[config.mk]
export PLATFORM = sky130hd
export DESIGN_NAME = attack_resolver
export DESIGN_NICKNAME = d
export VERILOG_FILES = /design/src/rtl/attack_resolver.sv
export SDC_FILE = /design/constraint.sdc
export NUM_CORES = 1
export LEC_CHECK = 0
export ABC_CLOCK_PERIOD_IN_PS = 3200
export CELL_PAD_IN_SITES_DETAIL_PLACEMENT = 2
export CELL_PAD_IN_SITES_GLOBAL_PLACEMENT = 2
export CORE_MARGIN = 4
export CORE_UTILIZATION = 31
export DETAILED_ROUTE_END_ITERATION = 7
export PLACE_DENSITY = 0.73
export SYNTH_ARGS = -nofsm -noshare
export SYNTH_HDL_FRONTEND = slang
export SYNTH_SLANG_ARGS = --single-unit
[constraint.sdc]
create_clock -name sys_clk -period 3.2 [get_ports sys_clk]
set_input_delay 0.32 -clock sys_clk [delete_from_list [all_inputs] [get_ports sys_clk]]
set_output_delay 0.32 -clock sys_clk [all_outputs]
set_load 0.05 [all_outputs]
[src/rtl/attack_resolver.sv]
// Frame-pipeline consumer: waits for both players' done_gen, samples their state and
// position, decides whether a kick or grab connected, and latches a sticky round result.
module attack_resolver #(
    parameter int STATE_DEPTH        = 3,
    parameter int SPRITE_INDEX_DEPTH = 4,
    parameter int POSITION_DEPTH     = 10,
    parameter int PLAYER_WIDTH       = 64,
    parameter int KICK_RANGE         = 32,
    parameter int GRAB_RANGE         = 12,
    parameter int KICK_ACTIVE_IDX    = 3,
    parameter int GRAB_ACTIVE_IDX    = 2,
    parameter int TIMEOUT_CYCLES     = 255,
    parameter int ST_KICK            = 3,
    parameter int ST_GRAB            = 4,
    parameter int ST_BLOCK           = 5
) (
    input  logic                          sys_clk,
    input  logic                          reset,
    input  logic                          frame_clk,
    input  logic [STATE_DEPTH-1:0]        p1_state,
    input  logic [SPRITE_INDEX_DEPTH-1:0] p1_index,
    input  logic [POSITION_DEPTH-1:0]     p1_position,
    input  logic                          p1_done_gen,
    input  logic [STATE_DEPTH-1:0]        p2_state,
    input  logic [SPRITE_INDEX_DEPTH-1:0] p2_index,
    input  logic [POSITION_DEPTH-1:0]     p2_position,
    input  logic                          p2_done_gen,
    output logic                          p1_attack_connected,
    output logic                          p2_attack_connected,
    output logic                          result_valid,
    output logic                          round_over,
    output logic                          timeout_err
);

    localparam int CNT_W = $clog2(TIMEOUT_CYCLES + 1);
    localparam int GAP_W = POSITION_DEPTH + 1;

    localparam logic [STATE_DEPTH-1:0]        KICK_CODE  = STATE_DEPTH'(ST_KICK);
    localparam logic [STATE_DEPTH-1:0]        GRAB_CODE  = STATE_DEPTH'(ST_GRAB);
    localparam logic [STATE_DEPTH-1:0]        BLOCK_CODE = STATE_DEPTH'(ST_BLOCK);
    localparam logic [SPRITE_INDEX_DEPTH-1:0] KICK_IDX   = SPRITE_INDEX_DEPTH'(KICK_ACTIVE_IDX);
    localparam logic [SPRITE_INDEX_DEPTH-1:0] GRAB_IDX   = SPRITE_INDEX_DEPTH'(GRAB_ACTIVE_IDX);

    typedef enum logic [1:0] {S_IDLE, S_WAIT, S_SAMPLE, S_RESOLVE} state_t;

    state_t                          state_q, state_d;
    logic [CNT_W-1:0]                cnt_q, cnt_d;
    logic                            fr_meta_q, fr_sync_q, fr_prev_q;
    logic                            fr_edge;
    logic                            p1c_q, p1c_d, p2c_q, p2c_d;
    logic                            round_q, round_d, valid_q, valid_d, terr_q, terr_d;
    logic                            capture;
    logic [STATE_DEPTH-1:0]          p1_state_q, p2_state_q;
    logic [SPRITE_INDEX_DEPTH-1:0]   p1_index_q, p2_index_q;
    logic [POSITION_DEPTH-1:0]       p1_pos_q, p2_pos_q;
    logic [GAP_W-1:0]                p1_end, p2_ext, gap;
    logic                            p1_hit, p2_hit;

    assign fr_edge = fr_sync_q & ~fr_prev_q;

    // Widened by one bit so a left player near the right edge cannot wrap past the opponent.
    assign p1_end = {1'b0, p1_pos_q} + GAP_W'(PLAYER_WIDTH);
    assign p2_ext = {1'b0, p2_pos_q};
    assign gap    = (p2_ext >= p1_end) ? (p2_ext - p1_end) : '0;

    assign p1_hit = ((p1_state_q == KICK_CODE) && (p1_index_q == KICK_IDX) &&
                     (gap <= GAP_W'(KICK_RANGE)) && (p2_state_q != BLOCK_CODE)) ||
                    ((p1_state_q == GRAB_CODE) && (p1_index_q == GRAB_IDX) &&
                     (gap <= GAP_W'(GRAB_RANGE)));
    assign p2_hit = ((p2_state_q == KICK_CODE) && (p2_index_q == KICK_IDX) &&
                     (gap <= GAP_W'(KICK_RANGE)) && (p1_state_q != BLOCK_CODE)) ||
                    ((p2_state_q == GRAB_CODE) && (p2_index_q == GRAB_IDX) &&
                     (gap <= GAP_W'(GRAB_RANGE)));

    // NOTE: every variable gets a default before the case so no path leaves one unassigned (no latches).
    always_comb begin
        state_d = state_q;
        cnt_d   = cnt_q;
        p1c_d   = p1c_q;
        p2c_d   = p2c_q;
        round_d = round_q;
        terr_d  = terr_q;
        valid_d = 1'b0;
        capture = 1'b0;
        case (state_q)
            S_IDLE: begin
                if (fr_edge) begin
                    state_d = S_WAIT;
                    cnt_d   = '0;
                end
            end
            S_WAIT: begin
                if (fr_edge) begin
                    terr_d = 1'b1;
                    cnt_d  = '0;
                end else if (p1_done_gen && p2_done_gen) begin
                    capture = 1'b1;
                    state_d = S_SAMPLE;
                end else begin
                    cnt_d = cnt_q + 1'b1;
                    if (cnt_d == CNT_W'(TIMEOUT_CYCLES)) begin
                        terr_d  = 1'b1;
                        state_d = S_IDLE;
                    end
                end
            end
            S_SAMPLE: begin
                if (fr_edge) begin
                    terr_d  = 1'b1;
                    state_d = S_WAIT;
                    cnt_d   = '0;
                end else begin
                    // Results register on entry to RESOLVE so they are visible during it.
                    state_d = S_RESOLVE;
                    valid_d = 1'b1;
                    if (!round_q) begin
                        p1c_d   = p1_hit & ~p2_hit;
                        p2c_d   = p2_hit & ~p1_hit;
                        round_d = p1_hit ^ p2_hit;
                    end
                end
            end
            S_RESOLVE: begin
                if (fr_edge) begin
                    terr_d  = 1'b1;
                    state_d = S_WAIT;
                    cnt_d   = '0;
                end else begin
                    state_d = S_IDLE;
                end
            end
            default: state_d = S_IDLE;
        endcase
    end

    // NOTE: sequential state uses non-blocking assignments so every flop sees pre-edge values.
    always_ff @(posedge sys_clk) begin
        if (reset) begin
            state_q   <= S_IDLE;
            cnt_q     <= '0;
            fr_meta_q <= 1'b0;
            fr_sync_q <= 1'b0;
            fr_prev_q <= 1'b0;
            p1c_q     <= 1'b0;
            p2c_q     <= 1'b0;
            round_q   <= 1'b0;
            valid_q   <= 1'b0;
            terr_q    <= 1'b0;
        end else begin
            state_q   <= state_d;
            cnt_q     <= cnt_d;
            fr_meta_q <= frame_clk;
            fr_sync_q <= fr_meta_q;
            fr_prev_q <= fr_sync_q;
            p1c_q     <= p1c_d;
            p2c_q     <= p2c_d;
            round_q   <= round_d;
            valid_q   <= valid_d;
            terr_q    <= terr_d;
        end
    end

    // NOTE: sample registers carry no reset; they are only read after a capture has loaded them.
    always_ff @(posedge sys_clk) begin
        if (capture) begin
            p1_state_q <= p1_state;
            p1_index_q <= p1_index;
            p1_pos_q   <= p1_position;
            p2_state_q <= p2_state;
            p2_index_q <= p2_index;
            p2_pos_q   <= p2_position;
        end
    end

    assign p1_attack_connected = p1c_q;
    assign p2_attack_connected = p2c_q;
    assign result_valid        = valid_q;
    assign round_over          = round_q;
    assign timeout_err         = terr_q;

endmodule

Word-level counts from Yosys, hierarchy flattened
Index checks and enable logic that the tools add are counted.
{"block": "classes", "addsub": 3, "mul": 0, "n_div": 0, "order_cmp": 3, "eq_ne": 21, "n_shift": 0, "muxes": 22, "bitwise_logic": 10, "n_reduce_logical": 23}
{"op": "$mux W8", "count": 3}
{"op": "$eq A4 B2 Y1 const B", "count": 4}
{"op": "$pmux W8 S2", "count": 1}
{"op": "$ne A3 B3 Y1 const B", "count": 5}
{"op": "$add A10 B7 Y11 const B", "count": 1}
{"op": "$ge A10 B11 Y1", "count": 1}
{"op": "$le A11 B4 Y1 const B", "count": 1}
{"op": "$le A11 B6 Y1 const B", "count": 1}
{"op": "$logic_and A1 B1 Y1", "count": 11}
{"op": "$mux W11", "count": 1}
{"op": "$sub A10 B11 Y11", "count": 1}
{"op": "$mux W1", "count": 10}
{"op": "$mux W2", "count": 5}
{"op": "$add A8 B1 Y8 const B", "count": 1}
{"op": "$eq A8 B8 Y1 const B", "count": 1}
{"op": "$pmux W2 S4", "count": 1}
{"op": "$eq A3 B2 Y1 const B", "count": 2}
{"op": "$eq A3 B3 Y1 const B", "count": 2}
{"op": "$not A1 Y1", "count": 6}
{"op": "$reduce_and A3 Y1", "count": 2}
{"op": "$eq A2 B2 Y1 const B", "count": 2}
{"op": "$ne A2 B1 Y1 const B", "count": 2}
{"op": "$ne A2 B2 Y1 const B", "count": 2}
{"op": "$reduce_and A2 Y1", "count": 2}
{"op": "other kinds (10)", "count": 14}
{"block": "totals", "ff_bits": 52, "latchBits": 0, "ramBits": 0, "rom_bits": 0, "in_bits": 39, "wordCells": 98, "n_memories": 0}

Longest topological paths before layout
Gate-level depths: netlist of the first run.
{"block": "logic_depth", "depth_word": 9, "mapped_depth": 13, "depth_no_buf": 13}

Worst setup path after synthesis of the first run
No wires, ideal clock.
{"block": "synth_path", "kind": "register -> register", "from": "reg p2_pos_q[0]", "to": "reg round_q, in the netlist round_over", "setup_time_ns": 0.092, "t_arrival_ns": 3.011, "required_time_ns": 3.108, "setup_slack_ns": 0.097, "path_stages_with_launch": 13, "synth_period_minus_slack_ns": 3.103, "cell_sequence": "edfxtp_1 > inv_1 > ha_1 > inv_1 > fa_1 > a21oi_4 > nor3_1 > or4b_4 > nor4_4 > o31ai_1 > a311o_1 > ha_1 > o32ai_1"}
{"block": "synth_via", "elab_chain_cells": 8, "elab_cells_between_ends": 15, "classes_between": "1 x add/sub; 3 x order compare; 2 x mux; 1 x bitwise; 8 x reduce/logical"}
{"item": "start, declared", "line_no": "55", "rtl": "logic [POSITION_DEPTH-1:0] p1_pos_q, p2_pos_q;"}
{"item": "start signal, assigned", "line_no": "171", "rtl": "p2_pos_q <= p2_position;"}
{"item": "$sub A10 B11 Y11 or $ge A10 B11 Y1 (tied branches)", "line_no": "64", "rtl": "assign gap = (p2_ext >= p1_end) ? (p2_ext - p1_end) : '0;"}
{"item": "$mux W11 (*)", "line_no": "64"}
{"item": "$le A11 B6 Y1", "line_no": "67, 71"}
{"item": "$logic_and A1 B1 Y1 (on tied branches)", "line_no": "66, 70"}
{"item": "$logic_and A1 B1 Y1 (on tied branches)", "line_no": "67, 71"}
{"item": "$logic_or A1 B1 Y1 (on tied branches)", "line_no": "67, 71"}
{"item": "$xor A1 B1 Y1 (*)", "line_no": "119", "rtl": "round_d = p1_hit ^ p2_hit;"}
{"item": "$mux W1 (*)", "line_no": "116", "rtl": "if (!round_q) begin"}
{"item": "end signal, assigned", "line_no": "157", "rtl": "round_q <= round_d;"}
{"item": "end, declared", "line_no": "51", "rtl": "logic round_q, round_d, valid_q, valid_d, terr_q, terr_d;"}
Mark *: on every way between the ends. The rest lies on a longest branch, timed or not.
A chain may end at the register's enable or synchronous reset.

Worst setup path after layout of the first run
{"block": "layout_path", "from": "reg p2_pos_q[4]", "to": "reg round_q, in the netlist round_over"}
Same word-level chain as after synthesis.

==> impl_results.md, run 1 <==
* Outcome: finished, final reports clean
* Worst-Margin Slew at 526 ps
* DP HPWL at 5200 µm
* DRC Markers at 0
* Initial core utilization at 32.2%
* Register-to-Register Path Depth at 9
* Peak supply drop at 0.000146 V
* Vias at slightly above 2,000
* CTS buffer count at 5
* Clk pin slew, worst setup/hold paths at 100 ps
* Final setup viols at 0
* Core Rows at 33
* Worst hold margin at 453 ps
* Critical Path RT at roughly 3400 ps
* RSZ-0062 raised after global routing: yes
* Largest net degree at the start of global routing at 22
* Area Overhead vs Synth at 28.0%
* Gpl congestion at 0.748
* I/O pin count at 44
* Min-Delay Endpoint: fr_sync_q
* Post-synth EDFFs at 34
* Relative slew slack at 64.8%
* Overflow after GRT at 0
* Synth area leader: edfxtp_1
* Die width at 101 µm
* WL/cell at approximately 17 µm
* Pins Over Slew Limit at 0
* Crit path DAT at 3390 ps
* Vias in the first global route at 2,211
* TritonCTS clock tree: done
* Yosys reg bits at 52
* Reg-to-Reg Start: p2_pos_q[4]
* Critical path capture point type: flip-flop
* Post-synth ARST share at 0%
* CTS Hold Bufs at 0
* RR Endpoint: round_over
* Longest Clk Path Bufs at 2
* I/O Buffers at 43
* Core area at 8340 µm²
* Clock root buffer: clkbuf_8
* Post-route cell area at 3440 µm²
* Critical Path Source Type: flip-flop
* Core Util, Final at 41.2%
* Gate count of the mapped netlist at 241
* # fillers at 885
* First-pass GRT wire length at 10,800 µm
* Fmax at 0.317 GHz
* Setup Crit Path Kind: reg2reg
* Dpl cell area at 3280 µm²
* HP Start: fr_meta_q
* Pwr per Cell Area at 357 nW/µm²
* Top-count cell post-synth: edfxtp_1
* Die ar. at slightly above 10,000 µm²
* Final Hold Viols at 0
* Routed WL at 6770 µm
* Static leakage at 1.21 nW
* Initial antenna violation count at 0
* H-tree levels at 2
* Sequential-to-total area share from yosys stat at 51.4%
* Clock Sink Count at 52
* Max-cap violations at 0
* Post-Place Worst Slack at -47.8 ps
* Yosys warns at 0
* Drt first-iter violations at 45
* All-Layer GR Usage at between 10% and 20%
* Worst skew pair latency at 310 ps
* N_diodes at 0
* Die height at 101 µm
* Synth top area cells: edfxtp_1 (38%), dfxtp_1 (13%), ha_1 (7.0%)
* Period utilisation layout at 98.5%
* Top-area cell type share of the netlist area at 38.0%
* DR vias/cell at 5.05
* Net count reported at finish at between 300 and 400
* Netlist Area Pre-Place at 2690 µm²
* Share of cells above drive strength 1 at 14.2%
* Net count after synthesis at 296
* Drt first pass iters at 4
* Worst Hold Class: reg2reg
* Remaining antenna violation count at 0
* Most frequent cells after synthesis: edfxtp_1 (34), dfxtp_1 (18), inv_1 (18)
* Primary FF master, synth: edfxtp_1
* R2r setup slk at 50 ps
* Clock Skews at around 4.3 ps
* Largest fanout on the critical path at 8
* Synth unique cells at 54
* Final min period at 3150 ps
* WHS Path Cells at 1
* Setup TNS at 0 ps
* Mean Syn Cell Area at around 11 µm²
* Post-route setup slack at 47.4 ps
==> metrics by stage <==
stage / instances / power [mW]
2_1_floorplan: 241 / 0.790
5_1_grt: 401 / 1.29
3_5_place_dp: 391 / 0.857
4_1_cts: 401 / 1.25
3_3_place_gp: 391 / 0.853
6_report: 401 / 1.23
==> cell usage in the layout (no fill, tap or decap), drive strengths merged, types with 5 or more instances in the layout <==
master          n
inv            18
clkbuf          5
a21oi          15
edfxtp         34
clkdlybuf4s50  43
buf            12
xnor2           7
nand2          13
nand4           6
ha             15
dfxtp          18
nand3           9
o21ai           8
xor2            8
nor2           17
nor2b           7
==> layout make-up <==
| cell class | count | area [µm²] | share of cell area, % |
|---|---|---|---|
| sequential | 52 | 1380 | 40.2 |
| inverter | 18 | 67.6 | 1.96 |
| multi-input combinational | 163 | 1250 | 36.4 |
| clock inverter | 3 | 18.8 | 0.546 |
| tap | 105 | 131 | 3.82 |
| timing repair buffer | 55 | 520 | 15.1 |
| clock buffer | 5 | 68.8 | 2.00 |
==> how the worst max path moves through the flow <==
stage | endpoint | from | slack (ps)
5_1_grt | round_over | p2_pos_q[4] | -100
2_1_floorplan | round_over | p2_pos_q[0] | 100
3_5_place_dp | round_over | p2_pos_q[0] | -50
6_report | round_over | p2_pos_q[4] | 50
3_3_place_gp | round_over | p2_pos_q[0] | 40
4_1_cts | round_over | p2_pos_q[0] | 9
==> critical path, cell delays in order (launching register included) <==
cell and delay (ps):
edfxtp_1 380, ha_1 470, a21oi_4 270, nor2_1 100
or4b_4 570, nor4_4 340, o31ai_2 130, a311oi_2 240
ha_2 320, o32ai_2 240
==> metal layers <==
metal	track usage [%]	wire length, µm	vias up
met5	0	0	-
met3	2.56	189	6
met1	16.3	2800	1001
met4	3.07	70	0
li1	-	-	995
met2	24.6	3710	22
==> timing repair <==
item                       4_1_cts  5_1_grt
setup endpoints to repair        1        3
pin swaps                        4        5
resized for setup                3       11
buffers inserted                 2        0
==> kinds of logic (layout without fill, tap and decap cells) <==
logic type | after synthesis | count (layout) | synth area share (%)
XOR/XNOR | 15 | 15 | 4.89
AND/OR/NAND/NOR | 75 | 75 | 16.2
multiplexers | 3 | 3 | 1.12
AO/OA/AOI/OAI | 54 | 54 | 14.3
adder cells (fa/ha/maj) | 16 | 16 | 7.73
buffers and inverters | 26 | 81 | 4.42
flip-flops | 52 | 52 | 51.4
==> state kept, by name (all words and copies together), names as in the netlist, 2 cells and up <==
name        count
p2_state_q      3
cnt_q           8
state_q         2
p1_state_q      3
p1_index_q      4
p2_pos_q       10
p1_pos_q       10
p2_index_q      4
==> power breakdown <==
part           internal (mW)  switching (mW)
clock                  0.152           0.230
combinational         0.0670          0.0490
sequential             0.723         0.00504
Note: power is estimated with default switching activity, not from simulation.
==> run 2, diff against run 1 <==
CORE_ASPECT_RATIO = 0.6   (was default)
==> impl_results.md, run 2 (synthesis results as in run 1) <==
* Drt first pass iters at 4 (unchanged)
* H-tree levels at 2 (unchanged)
* Worst-Margin Slew at 599 ps (was 526 ps)
* I/O pin count at 44 (unchanged)
* Period utilisation layout at 99.8% (was 98.5%)
* Top delay family on crit path: simple AND/OR/NAND/NOR gates (unchanged)
* Overflow after GRT at 0 (unchanged)
* DRC Markers at 0 (unchanged)
* Pwr per Cell Area at 402 nW/µm² (was 357 nW/µm²)
* Fmax at 0.313 GHz (was 0.317 GHz)
* Setup Crit Path Kind: reg2reg (unchanged)
* Clock share of power at 39.6% (was 31.2%)
* Outcome: finished, final reports clean (unchanged)
* Commonest non-fill, non-tap cell in the layout: clkdlybuf4s50_1 (unchanged)
* Core Util, Final at 42.7% (was 41.2%)
* WL/cell at 18.5 µm (was 16.9 µm)
* Routed WL at 7440 µm (was 6770 µm)
* Peak supply drop at 0.000198 V (was 0.000146 V)
* Met2 routed wirelength at 3170 µm (was 3710 µm)
* Remaining antenna violation count at 0 (unchanged)
* Max-cap violations at 0 (unchanged)
* Area Overhead vs Synth at 29.7% (was 28.0%)
* R2r setup slk at 6 ps (was 50 ps)
* Critical Path RT at 3410 ps (was 3430 ps)
* Highest metal used: met4 (unchanged)
* All-Layer GR Usage at 15.3% (was 13.5%)
* Reg-to-Reg Start: p2_pos_q[0] (was p2_pos_q[4])
* Crit-path cells: inv_1, ha_2, inv_2, fa_2, a21oi_4, nor3_2, or4b_4, nor4_4, o31ai_2, a311o_1, ha_1, o32ai_2 (was ha_1, a21oi_4, nor2_1, or4b_4, nor4_4, o31ai_2, a311oi_2, ha_2, o32ai_2)
* DR WL met3 at 385 µm (was 189 µm)
* Clock Sink Count at 52 (unchanged)
* Top flop regs: p1_pos_q (10), p2_pos_q (10), cnt_q (8) (unchanged)
* RR Endpoint: round_over (unchanged)
* Initial core utilization at 32.9% (was 32.2%)
* Drt first-iter violations at 108 (was 45)
* Clock root buffer: clkbuf_16 (was clkbuf_8)
* Crit path buf inv count at 2 (was 0)
* I/O Buffers at 43 (unchanged)
* M1 WL at 3830 µm (was 2800 µm)
* Switching share of power at 22.7% (was 23.2%)
* HP Start: timeout_err (was fr_meta_q)
* Longest Clk Path Bufs at 2 (unchanged)
* Crit path DAT at 3410 ps (was 3390 ps)
* Post-Place Worst Slack at -53.7 ps (was -47.8 ps)
* Vias in the first global route at 2,287 (was 2,211)
* Core Rows at 25 (was 33)
* Final setup viols at 0 (unchanged)
* DP HPWL at 5700 µm (was 5200 µm)
* Die ar. at 10,300 µm² (was 10,200 µm²)
* # fillers at 871 (was 885)
* Critical Path Source Type: flip-flop (unchanged)
* DR vias/cell at 5.11 (was 5.05)
* Worst hold margin at 456 ps (was 453 ps)
* Static leakage at 1.23 nW (was 1.21 nW)
* Int Pwr at 1.08 mW (was 0.943 mW)
* Relative slew slack at 59.5% (was 64.8%)
* First-pass GRT wire length at 12,200 µm (was 10,800 µm)
* Critical Path Start: p2_pos_q[0] (was p2_pos_q[4])
* Worst path depth at 12 (was 9)
* Worst Hold Class: reg2reg (unchanged)
* Net count reported at finish at 348 (was 350)
* Pins Over Slew Limit at 0 (unchanged)
* Dpl cell area at 3270 µm² (was 3280 µm²)
* Worst skew pair latency at 300 ps (was 310 ps)
* TritonCTS clock tree: done (unchanged)
* N_diodes at 0 (unchanged)
* Register-to-Register Path Depth at 12 (was 9)
* Share of cells above drive strength 1 at 13.3% (was 14.2%)
* Critical path capture point type: flip-flop (unchanged)
* Register Area at 1380 µm² (unchanged)
* CTS Hold Bufs at 0 (unchanged)
* Gpl congestion at 0.818 (was 0.748)
* CP max stage delay at 560 ps (was 570 ps)
* RSZ-0062 raised after global routing: yes (unchanged)
* Clock Skews at 7.73 ps (was 4.32 ps)
* Largest fanout on the critical path at 3 (was 8)
* Initial antenna violation count at 0 (unchanged)
* Setup crit end: round_over (unchanged)
* Largest net degree at the start of global routing at 35 (was 22)
* Most frequent cells in the layout: clkdlybuf4s50_1 (43), edfxtp_1 (34), dfxtp_1 (18), inv_1 (17), nor2_1 (16) (unchanged)
* Psw at 0.319 mW (was 0.284 mW)
* Slowest CP cell: or4b_4 (unchanged)
* Clk pin slew, worst setup/hold paths at 80 ps (was 100 ps)
* Final min period at 3190 ps (was 3150 ps)
* Die height at 80.1 µm (was 101 µm)
* Core area at 8160 µm² (was 8340 µm²)
* Vias at 2,054 (was 2,024)
* Logic pwr share at 8.4% (was 9.5%)
* Final Hold Viols at 0 (unchanged)
* Post-route cell area at 3490 µm² (was 3440 µm²)
* CTS buffer count at 5 (unchanged)
* Die width at 128 µm (was 101 µm)
* Sequential Power Share at 52.0% (was 59.4%)
* Post-route setup slack at 6.46 ps (was 47.4 ps)
* Area occupied by multi-input gates at 1250 µm² (about the same)
## run 2: area by class of cell
cell class              count  share of cell area [%]
inverters                  18                    1.94
clock buffers               5                    3.59
multi-input cells         163                    35.8
clock inverters             3                   0.646
flip-flops and latches     52                    39.6
repair buffers             53                    14.5
well taps                 108                    3.88
## run 2: worst min-delay path by stage
stage | end | cells past startpoint
floorplan | fr_sync_q | 1
global placement | fr_sync_q | 1
detailed placement | fr_sync_q | 1
CTS | fr_sync_q | 1
global route | fr_sync_q | 1
finish | timeout_err | 2
## run 2: tightest hold or removal path: stages, from the launching register on
cell and delay [ps]:
dfxtp_1 320, inv_1 50, a21oi_1 50
## run 2: through the flow
step           power (mW)  TNS, ps  instances
2_1_floorplan       0.790        0        241
3_3_place_gp        0.854        0        393
3_5_place_dp        0.859    -53.7        393
4_1_cts              1.42        0        401
5_1_grt              1.47     -250        402
6_report             1.40        0        402
## run 2: metal layers
metal | vias up | GRT usage, %
met5 | - | 0
met4 | 0 | 3.18
met3 | 6 | 4.39
met2 | 40 | 22.7
met1 | 1011 | 22.0
li1 | 997 | -
## run 2: power by group through the flow
| stage | Sequential (mW) | Combinational, mW | Clock (mW) |
|---|---|---|---|
| final | 0.729 | 0.118 | 0.555 |
| after global routing | 0.730 | 0.128 | 0.608 |
| after CTS | 0.729 | 0.116 | 0.572 |
| after detailed placement | 0.744 | 0.115 | 0 |
| after global placement | 0.743 | 0.111 | 0 |
| after floorplan | 0.744 | 0.0462 | 0 |
## run 2: what timing repair did
item,in CTS,in global routing
endpoints found under the hold margin,0,0
pin swaps,1,2
setup endpoints to repair,3,3
setup buffers,0,1
resized for setup,1,12
